--- src/rtl/hex_display_ctrl.sv ---
// -----------------------------------------------------------------------------
// hex_display_ctrl
//
// Registered driver for a bank of NUM_DIGITS active-low seven-segment digits.
// User logic presents a packed hex value and a blanking mask and strobes LOAD.
// The pair is captured into shadow registers. The display register then
// rebuilds every digit each cycle from:
//   - the shadow value and the shadow blanking mask,
//   - live leading-zero suppression,
//   - an optional prescaled per-digit blink.
// No input reaches the pins combinationally; HEX is always a flop output.
//
// Optional feature macro: HEX_DISPLAY_CTRL_BLINK_EN
//   defined   : blink prescaler present, BLINK honoured, BLINK_PHASE toggles
//   undefined : no prescaler, BLINK ignored, BLINK_PHASE tied low
//
// Parameters
//   NUM_DIGITS   number of digits driven (1..16)
//   BLINK_DIV    blink half-period in clock cycles (>= 1)
//
// Ports
//   CLOCK_50     system clock, all state on the rising edge
//   RESET        asynchronous, active-high reset
//   LOAD         capture strobe for VALUE and BLANK
//   VALUE        nibble k drives digit k, digit 0 least significant
//   BLANK        per-digit force-blank mask, captured with LOAD
//   LZ_SUPPRESS  live enable for leading-zero suppression
//   BLINK        live per-digit blink enable
//   HEX          active-low segments, bits [7k+6:7k] = digit k (bit 0 = seg a)
//   BLINK_PHASE  current blink phase, 1 = blinking digits dark
// -----------------------------------------------------------------------------
module hex_display_ctrl #(
    parameter int NUM_DIGITS = 8,
    parameter int BLINK_DIV  = 25000000
) (
    input  logic                    CLOCK_50,
    input  logic                    RESET,
    input  logic                    LOAD,
    input  logic [4*NUM_DIGITS-1:0] VALUE,
    input  logic [NUM_DIGITS-1:0]   BLANK,
    input  logic                    LZ_SUPPRESS,
    input  logic [NUM_DIGITS-1:0]   BLINK,
    output logic [7*NUM_DIGITS-1:0] HEX,
    output logic                    BLINK_PHASE
);

    localparam logic [6:0] GLYPH_BLANK = 7'b1111111;

    // Active-low hex glyph, bit order g..a.
    function automatic logic [6:0] hex_glyph(input logic [3:0] nib);
        logic [6:0] seg;
        case (nib)
            4'h0:    seg = 7'b1000000;
            4'h1:    seg = 7'b1111001;
            4'h2:    seg = 7'b0100100;
            4'h3:    seg = 7'b0110000;
            4'h4:    seg = 7'b0011001;
            4'h5:    seg = 7'b0010010;
            4'h6:    seg = 7'b0000010;
            4'h7:    seg = 7'b1111000;
            4'h8:    seg = 7'b0000000;
            4'h9:    seg = 7'b0010000;
            4'hA:    seg = 7'b0001000;
            4'hB:    seg = 7'b0000011;
            4'hC:    seg = 7'b1000110;
            4'hD:    seg = 7'b0100001;
            4'hE:    seg = 7'b0000110;
            default: seg = 7'b0001110;
        endcase
        return seg;
    endfunction

    // -------------------------------------------------------------------------
    // Shadow registers
    // -------------------------------------------------------------------------
    logic [4*NUM_DIGITS-1:0] value_q, value_d;
    logic [NUM_DIGITS-1:0]   blank_q, blank_d;

    always_comb begin
        value_d = value_q;
        blank_d = blank_q;
        if (LOAD) begin
            value_d = VALUE;
            blank_d = BLANK;
        end
    end

    // Reset leaves every digit blanked so the board powers up dark until the
    // first LOAD.
    always_ff @(posedge CLOCK_50 or posedge RESET) begin
        if (RESET) begin
            value_q <= '0;
            blank_q <= '1;
        end else begin
            value_q <= value_d;
            blank_q <= blank_d;
        end
    end

    // -------------------------------------------------------------------------
    // Leading-zero suppression
    // -------------------------------------------------------------------------
    // Walk from the most significant digit down. Once any nonzero nibble has
    // been seen, no lower digit is suppressed. The shadow blank mask is
    // deliberately not consulted: a blanked digit with a nonzero nibble still
    // ends the run of leading zeros. Digit 0 always stays lit.
    logic [NUM_DIGITS-1:0] lz_mask;

    always_comb begin
        logic seen_nz;
        seen_nz = 1'b0;
        lz_mask = '0;
        for (int k = NUM_DIGITS - 1; k >= 0; k--) begin
            if (value_q[4*k +: 4] != 4'h0) begin
                seen_nz = 1'b1;
            end
            if ((k != 0) && !seen_nz && LZ_SUPPRESS) begin
                lz_mask[k] = 1'b1;
            end
        end
    end

    // -------------------------------------------------------------------------
    // Blink prescaler
    // -------------------------------------------------------------------------
    logic [NUM_DIGITS-1:0] blink_dark;

`ifdef HEX_DISPLAY_CTRL_BLINK_EN
    localparam int              CNT_W    = (BLINK_DIV > 1) ? $clog2(BLINK_DIV) : 1;
    localparam logic [CNT_W-1:0] CNT_LAST = CNT_W'(BLINK_DIV - 1);

    logic [CNT_W-1:0] cnt_q, cnt_d;
    logic             phase_q, phase_d;

    // With BLINK_DIV = 1 CNT_LAST is 0, so the wrap fires every cycle and the
    // phase toggles on every edge.
    always_comb begin
        cnt_d   = cnt_q + CNT_W'(1);
        phase_d = phase_q;
        if (cnt_q == CNT_LAST) begin
            cnt_d   = '0;
            phase_d = ~phase_q;
        end
    end

    always_ff @(posedge CLOCK_50 or posedge RESET) begin
        if (RESET) begin
            cnt_q   <= '0;
            phase_q <= 1'b0;
        end else begin
            cnt_q   <= cnt_d;
            phase_q <= phase_d;
        end
    end

    assign blink_dark  = BLINK & {NUM_DIGITS{phase_q}};
    assign BLINK_PHASE = phase_q;
`else
    // Blink disabled in this build: BLINK is accepted but has no effect.
    logic unused_blink;
    assign unused_blink = ^BLINK;

    assign blink_dark  = '0;
    assign BLINK_PHASE = 1'b0;
`endif

    // -------------------------------------------------------------------------
    // Display register
    // -------------------------------------------------------------------------
    logic [7*NUM_DIGITS-1:0] hex_q, hex_d;

    always_comb begin
        hex_d = '1;
        for (int k = 0; k < NUM_DIGITS; k++) begin
            if (blank_q[k] || lz_mask[k] || blink_dark[k]) begin
                hex_d[7*k +: 7] = GLYPH_BLANK;
            end else begin
                hex_d[7*k +: 7] = hex_glyph(value_q[4*k +: 4]);
            end
        end
    end

    always_ff @(posedge CLOCK_50 or posedge RESET) begin
        if (RESET) begin
            hex_q <= '1;
        end else begin
            hex_q <= hex_d;
        end
    end

    assign HEX = hex_q;

endmodule
--- config.mk ---
export PLATFORM = sky130hd
export DESIGN_NAME = hex_display_ctrl
export DESIGN_NICKNAME = d
export VERILOG_FILES = /design/src/rtl/hex_display_ctrl.sv
export SDC_FILE = /design/constraint.sdc
export NUM_CORES = 1
export LEC_CHECK = 0
export CORE_ASPECT_RATIO = 0.8
export CORE_MARGIN = 1
export CORE_UTILIZATION = 51
export DETAILED_ROUTE_END_ITERATION = 8
export GPL_TIMING_DRIVEN = 0
export PLACE_DENSITY = 0.78
export SYNTH_ARGS = -nofsm -noshare
export SYNTH_HDL_FRONTEND = slang
export SYNTH_SLANG_ARGS = --single-unit
--- constraint.sdc ---
create_clock -name CLOCK_50 -period 3.8 [get_ports CLOCK_50]
set_input_delay 0.76 -clock CLOCK_50 [delete_from_list [all_inputs] [get_ports CLOCK_50]]
set_output_delay 0.76 -clock CLOCK_50 [all_outputs]
set_load 0.05 [all_outputs]
Word-level counts from Yosys, hierarchy flattened
Memory sizes are Yosys's and may differ from the RTL's. Index checks and enable logic that the tools add are counted.

Memories: 8. ROM bits: 896. Bits in registers: 96. Logic and storage cells: 61. Output and inout port bits: 57.

Mux-type cells: 22. Reductions and logical operators: 28.

Memories: (no name shown) (words 16, bits a word 7, rd ports 1, clocked after Yosys merged registers in 0, write ports 0, RTL line 52) `case (nib)`; (no name shown) (words 16, bits a word 7, rd ports 1, clocked after Yosys merged registers in 0, write ports 0, RTL line 52); (no name shown) (words 16, bits a word 7, rd ports 1, clocked after Yosys merged registers in 0, write ports 0, RTL line 52); (no name shown) (words 16, bits a word 7, rd ports 1, clocked after Yosys merged registers in 0, write ports 0, RTL line 52); (no name shown) (words 16, bits a word 7, rd ports 1, clocked after Yosys merged registers in 0, write ports 0, RTL line 52); (no name shown) (words 16, bits a word 7, rd ports 1, clocked after Yosys merged registers in 0, write ports 0, RTL line 52); +2 memories.

Operator list (number): 7-bit 2-to-1 mux (8); 4-bit nonzero test (7); 1-bit 2-to-1 mux (14); 1-bit logical AND (7); 1-bit logical NOT (7); 1-bit logical OR (7).

Longest topological paths before layout
Gate-level depths: netlist of the first run.

Depth after elaboration: 13. Depth in mapped cells: 6. Depth with buffers taken out: 6.

Worst setup path before layout of the first run
No wires, ideal clock.

Path type: register -> register. Start point: register value_q[24]. End point: register hex_q[13] (netlist: HEX[13]). Stages on the path, launching flop included: 7. Data arrival time: 1.723 ns. Library setup time: 0.066 ns. Path buffers: 0. Required time: 3.734 ns. Setup slack: 2.011 ns. Path through: dfrtp_1 inv_1 ha_1 or3b_4 nor4_4 nand3_2 nand3b_1.

Longest elaborated chain between the ends: 12.

RTL lines: start: declaration (RTL line 76) `logic [4*NUM_DIGITS-1:0] value_q, value_d;`; start signal: assignment (RTL line 95) `value_q <= value_d;`; 4-bit nonzero test (RTL line 114) `if (value_q[4*k +: 4] != 4'h0) begin`; 1-bit 2-to-1 mux (6 in series) (RTL line 114); 1-bit logical NOT (RTL line 117) `if ((k != 0) && !seen_nz && LZ_SUPPRESS) begin`; 1-bit logical AND (RTL line 117); 1-bit 2-to-1 mux (RTL line 117); 1-bit logical OR (RTL line 175) `if (blank_q[k] || lz_mask[k] || blink_dark[k]) begin`; 7-bit 2-to-1 mux (RTL line 175); net hex_d[13] (RTL line 170) `logic [7*NUM_DIGITS-1:0] hex_q, hex_d;`; end signal: assignment (RTL line 185) `hex_q <= '1;`; end signal: assignment (RTL line 187) `hex_q <= hex_d;`; end: declaration (RTL line 170).

The timed path passes the listed nets, and every way through them passes these cells. A chain may end at the register's enable or synchronous reset.

Worst setup path in the final report of the first run
Start point: register hex_q[41] (netlist: HEX[41]). End point: output HEX[41].

RTL lines: end: declaration (RTL line 43) `output logic [7*NUM_DIGITS-1:0] HEX,`.

No word-level cell between the ends.

==> flow_summary.ini, run 1 <==
[routing]
viasPerCell = 5.255
final_antenna_net_count = 0
vias = 3915
wl_um = 10920
drc = 0
first_pass_iters = 4
drt-initial-drc-count = 189
wl_per_cell_um = 14.66

[grt]
first_global_vias = 3734
grt_pass1_wl_um = 18020
overflow = 0
antenna_found_initial = 0
grt_usage = 0.2210
grt_max_degree = 51

[job]
max_cap_viol_count = 0

[floorplan]
start_util = 0.5280
die-width_um = 114.2
pin_count = 109
rows = 32
die-area_um2 = 10480
die_h_um = 91.77
core_area_um2 = 9729

[worst_setup_path]
cp_max_fo = 1
critPathMaxStageDelay_ns = 0.82
endpoint_kind = output port
worst-path-buf-inv = 1
reg2regPathDepth = 6
reg2reg_slack_ns = 1.66
crit_chain = clkdlybuf4s50_1
crit_arrival_ns = 1.68
criticalPathCategory = reg2out
reg2reg_from = value_q[24]
cp_slowest_cell = clkdlybuf4s50_1
cp-start-kind = flop
rr_endpoint = HEX[13]
critical_path.top_delay_family = buffers and inverters
crit_cells = 1
worstSetupStartpoint = HEX[41]
cp.required_ns = 3.04
crit_end = HEX[41]

[cts]
worstSkewPairLatency_ns = 0.34
htree_levels = 3
cts_made_buffers = 9
path_clk_slew_ns = 0.06
cts_sinks = 96
cts_setup_buffers = 0
cts_root_buf = clkbuf_16
ctsResizeCount = 0
hold_buffers = 0
cts_tree = done
cts.path.max_buffers = 2

[yosys]
synth_seq_cells = 96
yosysWarnings = 0
synth.mux.area_fraction = 0.08329
ys_seq_area_frac = 0.4832
synth_area_um2 = 5137
synth_top_family_by_area = simple AND/OR/NAND/NOR gates
synth-xor-area-share = 0
syn_area_per_cell_um2 = 10.40
synth-simple-area-share = 0.1461
synth_compound_area_frac = 0.1439
syn-num-nets = 588
ys_types = 41
synthAdderAreaFrac = 0.1023
synthCells = 494

[sta]
hold_viol_final = 0
rsz0062_at_grt = false
worst_pin_slew_ns = 0.8617
slew_headroom = 0.4255
period_share = 0.6416
period_minus_slack_ns = 2.438
setup_violations = 0
fmax_mhz = 410.2
hold_ws_ns = 0.5620
tns_ns = 0
finalClockSkew_ns = 0.005124
final-max-slew-violation-count = 0

[power]
p_seq_frac = 0.417
clock_power_share = 0.262
power_uw = 3122
power.internal_uw = 2055
switching_power_uw = 1067
ir_worst_vdd_mv = 0.3670
power_density_nw_per_um2 = 474.0
swShare = 0.3417
combPwrFrac = 0.322
leakagePower_uw = 0.002736

[final_layout]
multi_input_area_um2 = 2447
fill_cells = 782
fin_area_um2 = 6586
ff_latch_area_um2 = 2482
final_cells = 745
drive_above_1_share = 0.1987
diodes = 0
nets = 698
syn_to_final_growth_pct = 28.20

[placed_design]
hpwl_um = 7975
dp_cells = 729
place_area_um2 = 6319
io_buffer_count = 98
gp_congestion = 0.9055

[min_path]
hold_path_class = reg2reg

[run_status]
status = completed
## metal layers
layer,share of wire,track usage,wire [um],up-vias
li1,-,-,-,1936
met4,0.014,0.06277,148,0
met2,0.49,0.3732,5352,91
met3,0.043,0.04825,472,14
met5,0,0,0,-
met1,0.45,0.2855,4946,1874
## sequential cells by signal, summed over array words and instances (netlist names)
name,cells
value_q,32
blank_q,8
HEX,56
## how the worst min path moves through the flow
stage / from / end / slack, ns / depth (start not counted)
floorplan: blank_q[1] / HEX[9] / 0.52 / 2
global placement: blank_q[1] / HEX[9] / 0.55 / 2
detailed placement: blank_q[1] / HEX[8] / 0.55 / 2
CTS: blank_q[1] / HEX[8] / 0.56 / 2
global route: blank_q[1] / HEX[13] / 0.59 / 1
finish: blank_q[1] / HEX[8] / 0.56 / 2
## power groups by stage
stage | Clock [uW] | Sequential (uW) | Combinational [uW]
2_1_floorplan | 0 | 1650 | 358
3_3_place_gp | 0 | 1310 | 981
3_5_place_dp | 0 | 1320 | 1000
4_1_cts | 842 | 1300 | 1010
5_1_grt | 878 | 1320 | 1080
6_report | 817 | 1300 | 1000
## kinds of logic after synthesis
group | after synthesis
AOI/OAI and AO/OA | 111
muxes | 36
buffers and inverters | 54
and+or+nand+nor | 154
other | 1
DFF | 96
adders and majority gates | 42
## Yosys cell counts
cell	instances	area share
a21oi_1	14	0.014
mux4_2	3	0.013
buf_2	1	0.00097
o311ai_0	5	0.0085
conb_1	1	0.00073
a211oi_1	9	0.013
ha_1	42	0.10
nand4bb_1	1	0.0022
dfrtp_1	32	0.16
or2_2	8	0.0097
mux2_2	24	0.053
o21a_1	6	0.0088
or3b_2	1	0.0017
a21boi_0	1	0.0015
or3b_4	1	0.0022
a21o_1	3	0.0044
dfstp_2	64	0.33
nand3b_1	6	0.0088
or3b_1	1	0.0017
o211ai_1	27	0.039
clkbuf_1	21	0.015
nand3_1	8	0.0078
a31oi_1	1	0.0012
o21ai_0	32	0.031
nor2b_1	7	0.0085
inv_1	26	0.019
and3_1	1	0.0012
a221o_1	2	0.0039
buf_1	5	0.0037
nand2b_1	10	0.012
nor4_4	1	0.0041
nand3_2	2	0.0039
nor2_1	27	0.020
buf_4	1	0.0015
a211o_1	1	0.0017
nand2_1	72	0.053
a311oi_1	9	0.015
o22ai_1	1	0.0012
mux2i_1	9	0.018
nor3b_1	4	0.0058
nor3_1	4	0.0039
## through the flow
step / setup WS [ns] / util
final: 1.362 / 0.6770
after global routing: 1.340 / 0.6770
after CTS: 1.344 / 0.6770
after detailed placement: 1.362 / 0.6494
after global placement: -0.7520 / 0.6463
after floorplan: 0.6405 / -
## final cells by class
type / count / area share
inverter: 26 / 0.01520
clock inverter: 3 / 0.002660
clock buffer: 13 / 0.03799
sequential: 96 / 0.3769
timing repair buffer: 99 / 0.1531
tap: 136 / 0.02584
buffer: 28 / 0.01672
multi-input combinational: 344 / 0.3716
## placed cells by master (no fill, tap or decap), drive strengths merged, types with 5 or more instances in the layout
| cell type | n |
|---|---|
| nand3 | 10 |
| or2 | 8 |
| o21ai | 32 |
| ha | 42 |
| dfstp | 64 |
| mux2i | 9 |
| o211ai | 27 |
| clkdlybuf4s50 | 98 |
| nor2 | 27 |
| nor2b | 7 |
| nand2b | 10 |
| nand3b | 6 |
| o21a | 6 |
| inv | 26 |
| o311ai | 5 |
| nand2 | 72 |
| buf | 8 |
| mux2 | 24 |
| dfrtp | 32 |
| a311oi | 9 |
| a211oi | 9 |
| clkbuf | 34 |
| a21oi | 14 |
Power figures use the tool's default switching activity.
==> inputs of run 2 (changes only) <==
CORE_UTILIZATION = 46   (was 51)
PLACE_DENSITY = 0.74   (was 0.78)
clock period = 2.1 ns   (was 3.8 ns; I/O delays follow)
==> flow_summary.ini, run 2 (synthesis results as in run 1) <==
[cts]
cts_made_buffers = 9
cts_sinks = 96
cts.path.max_buffers = 2
cts_tree = done
path_clk_slew_ns = 0.06
htree_levels = 3
hold_buffers = 0
worstSkewPairLatency_ns = 0.34
cts_root_buf = clkbuf_16

[routing]
final_antenna_net_count = 0
wl_um = 11330
drc = 0
first_pass_iters = 5
drt-initial-drc-count = 288
wl_per_cell_um = 15.01
viasPerCell = 5.295
vias = 3998

[final_layout]
final_cells = 755
syn_to_final_growth_pct = 32.56
fill_cells = 881
final_common_cell = nand2_1
largest_reg_flops = 56
drive_above_1_share = 0.2259
final_cell_mix = nand2_1, dfstp_2, clkdlybuf4s50_1
nets = 700
diodes = 0
utilization = 0.6253

[sta]
worst_slack_ns = 0.03014
hold_viol_final = 0
slew_headroom = 0.4290
setup_violations = 0
period_share = 0.9856
final-max-slew-violation-count = 0
fmax_mhz = 483.1
tns_ns = 0
worst_pin_slew_ns = 0.8565
finalClockSkew_ns = 0.005510
period_minus_slack_ns = 2.070

[floorplan]
rows = 34
start_util = 0.4717
die-width_um = 120.2
die_h_um = 96.53
pin_count = 109
die-area_um2 = 11600
core_area_um2 = 10890

[grt]
antenna_found_initial = 0
grt_max_degree = 46
overflow = 0
first_global_vias = 3746
grt_usage = 0.2055
grt_pass1_wl_um = 18380

[worst_setup_path]
crit_arrival_ns = 1.65
critical_path.top_delay_family = buffers and inverters
critPathMaxStageDelay_ns = 0.79
cp.required_ns = 1.68
cp_slowest_cell = clkdlybuf4s50_1
cp-start-kind = flop
reg2regPathDepth = 7
worst-path-buf-inv = 1
rr_endpoint = HEX[28]
reg2reg_slack_ns = 0.12
cp_max_fo = 1
criticalPathCategory = reg2out
endpoint_kind = output port
reg2reg_from = value_q[16]
crit_chain = clkdlybuf4s50_1

[job]
max_cap_viol_count = 0

[power]
combPwrFrac = 0.314
p_seq_frac = 0.404
power.internal_uw = 3863
switching_power_uw = 1946
power_uw = 5809
swShare = 0.3349
clock_power_share = 0.282
ir_worst_vdd_mv = 0.4929
leakagePower_uw = 0.003024
power_density_nw_per_um2 = 852.9

[min_path]
hold_path_class = in2async

[placed_design]
hpwl_um = 8121
io_buffer_count = 98
gp_congestion = 0.8941
dp_slack_ns = -0.04507
dp_cells = 738

[run_status]
status = completed
## run 2: per-layer routing
layer	track usage	share of wire	up-vias
li1	-	-	1932
met2	0.3467	0.49	111
met1	0.2579	0.44	1935
met4	0.06458	0.020	0
met3	0.05751	0.048	20
met5	0	0	-
## run 2: final cells by class
cell class,count,area [um^2],area share
Timing Repair Buffer,101,1127,0.1655
Sequential cell,96,2484,0.3647
Clock buffer,13,260.3,0.03821
Tap cell,144,180.2,0.02646
Multi-Input combinational cell,344,2507,0.3682
Buffer,28,110.1,0.01617
Clock inverter,3,40.04,0.005879
Inverter,26,101.3,0.01488
## run 2: worst max-delay path by stage
stage / startpoint / end / slack [ns] / cells after the start
floorplan: value_q[24] / HEX[13] / 0.31 / 6
global placement: RESET / value_q[14] / -0.38 / 2
detailed placement: LZ_SUPPRESS / HEX[13] / -0.05 / 5
CTS: HEX[55] / HEX[55] / 0.002 / 1
global route: value_q[24] / HEX[36] / -0.001 / 6
finish: HEX[43] / HEX[43] / 0.03 / 1
## run 2: power by group through the flow
stage / registers [uW] / logic, uW / clock network [uW]
floorplan: 2980 / 649 / 0
global placement: 2370 / 1780 / 0
detailed placement: 2380 / 1820 / 0
CTS: 2350 / 1830 / 1680
global route: 2380 / 1960 / 1770
finish: 2350 / 1830 / 1640
## run 2: per-stage QoR
| stage | hold WS (ns) | instance area, um^2 |
|---|---|---|
| CTS | 0.4462 | 6648 |
| finish | 0.4386 | 6810 |
| floorplan | 0.5206 | 5141 |
| detailed placement | 0.5553 | 6342 |
| global placement | 0.5519 | 6302 |
| global route | 0.4586 | 6810 |
## run 2: repair_timing
item / in CTS / in global routing
setup endpoints to repair: 25 / 68
buffers inserted: 1 / 0
hold endpoints to repair: 0 / 0
gates cloned: 0 / 0
pin swaps: 1 / 1
gates resized for setup: 6 / 56
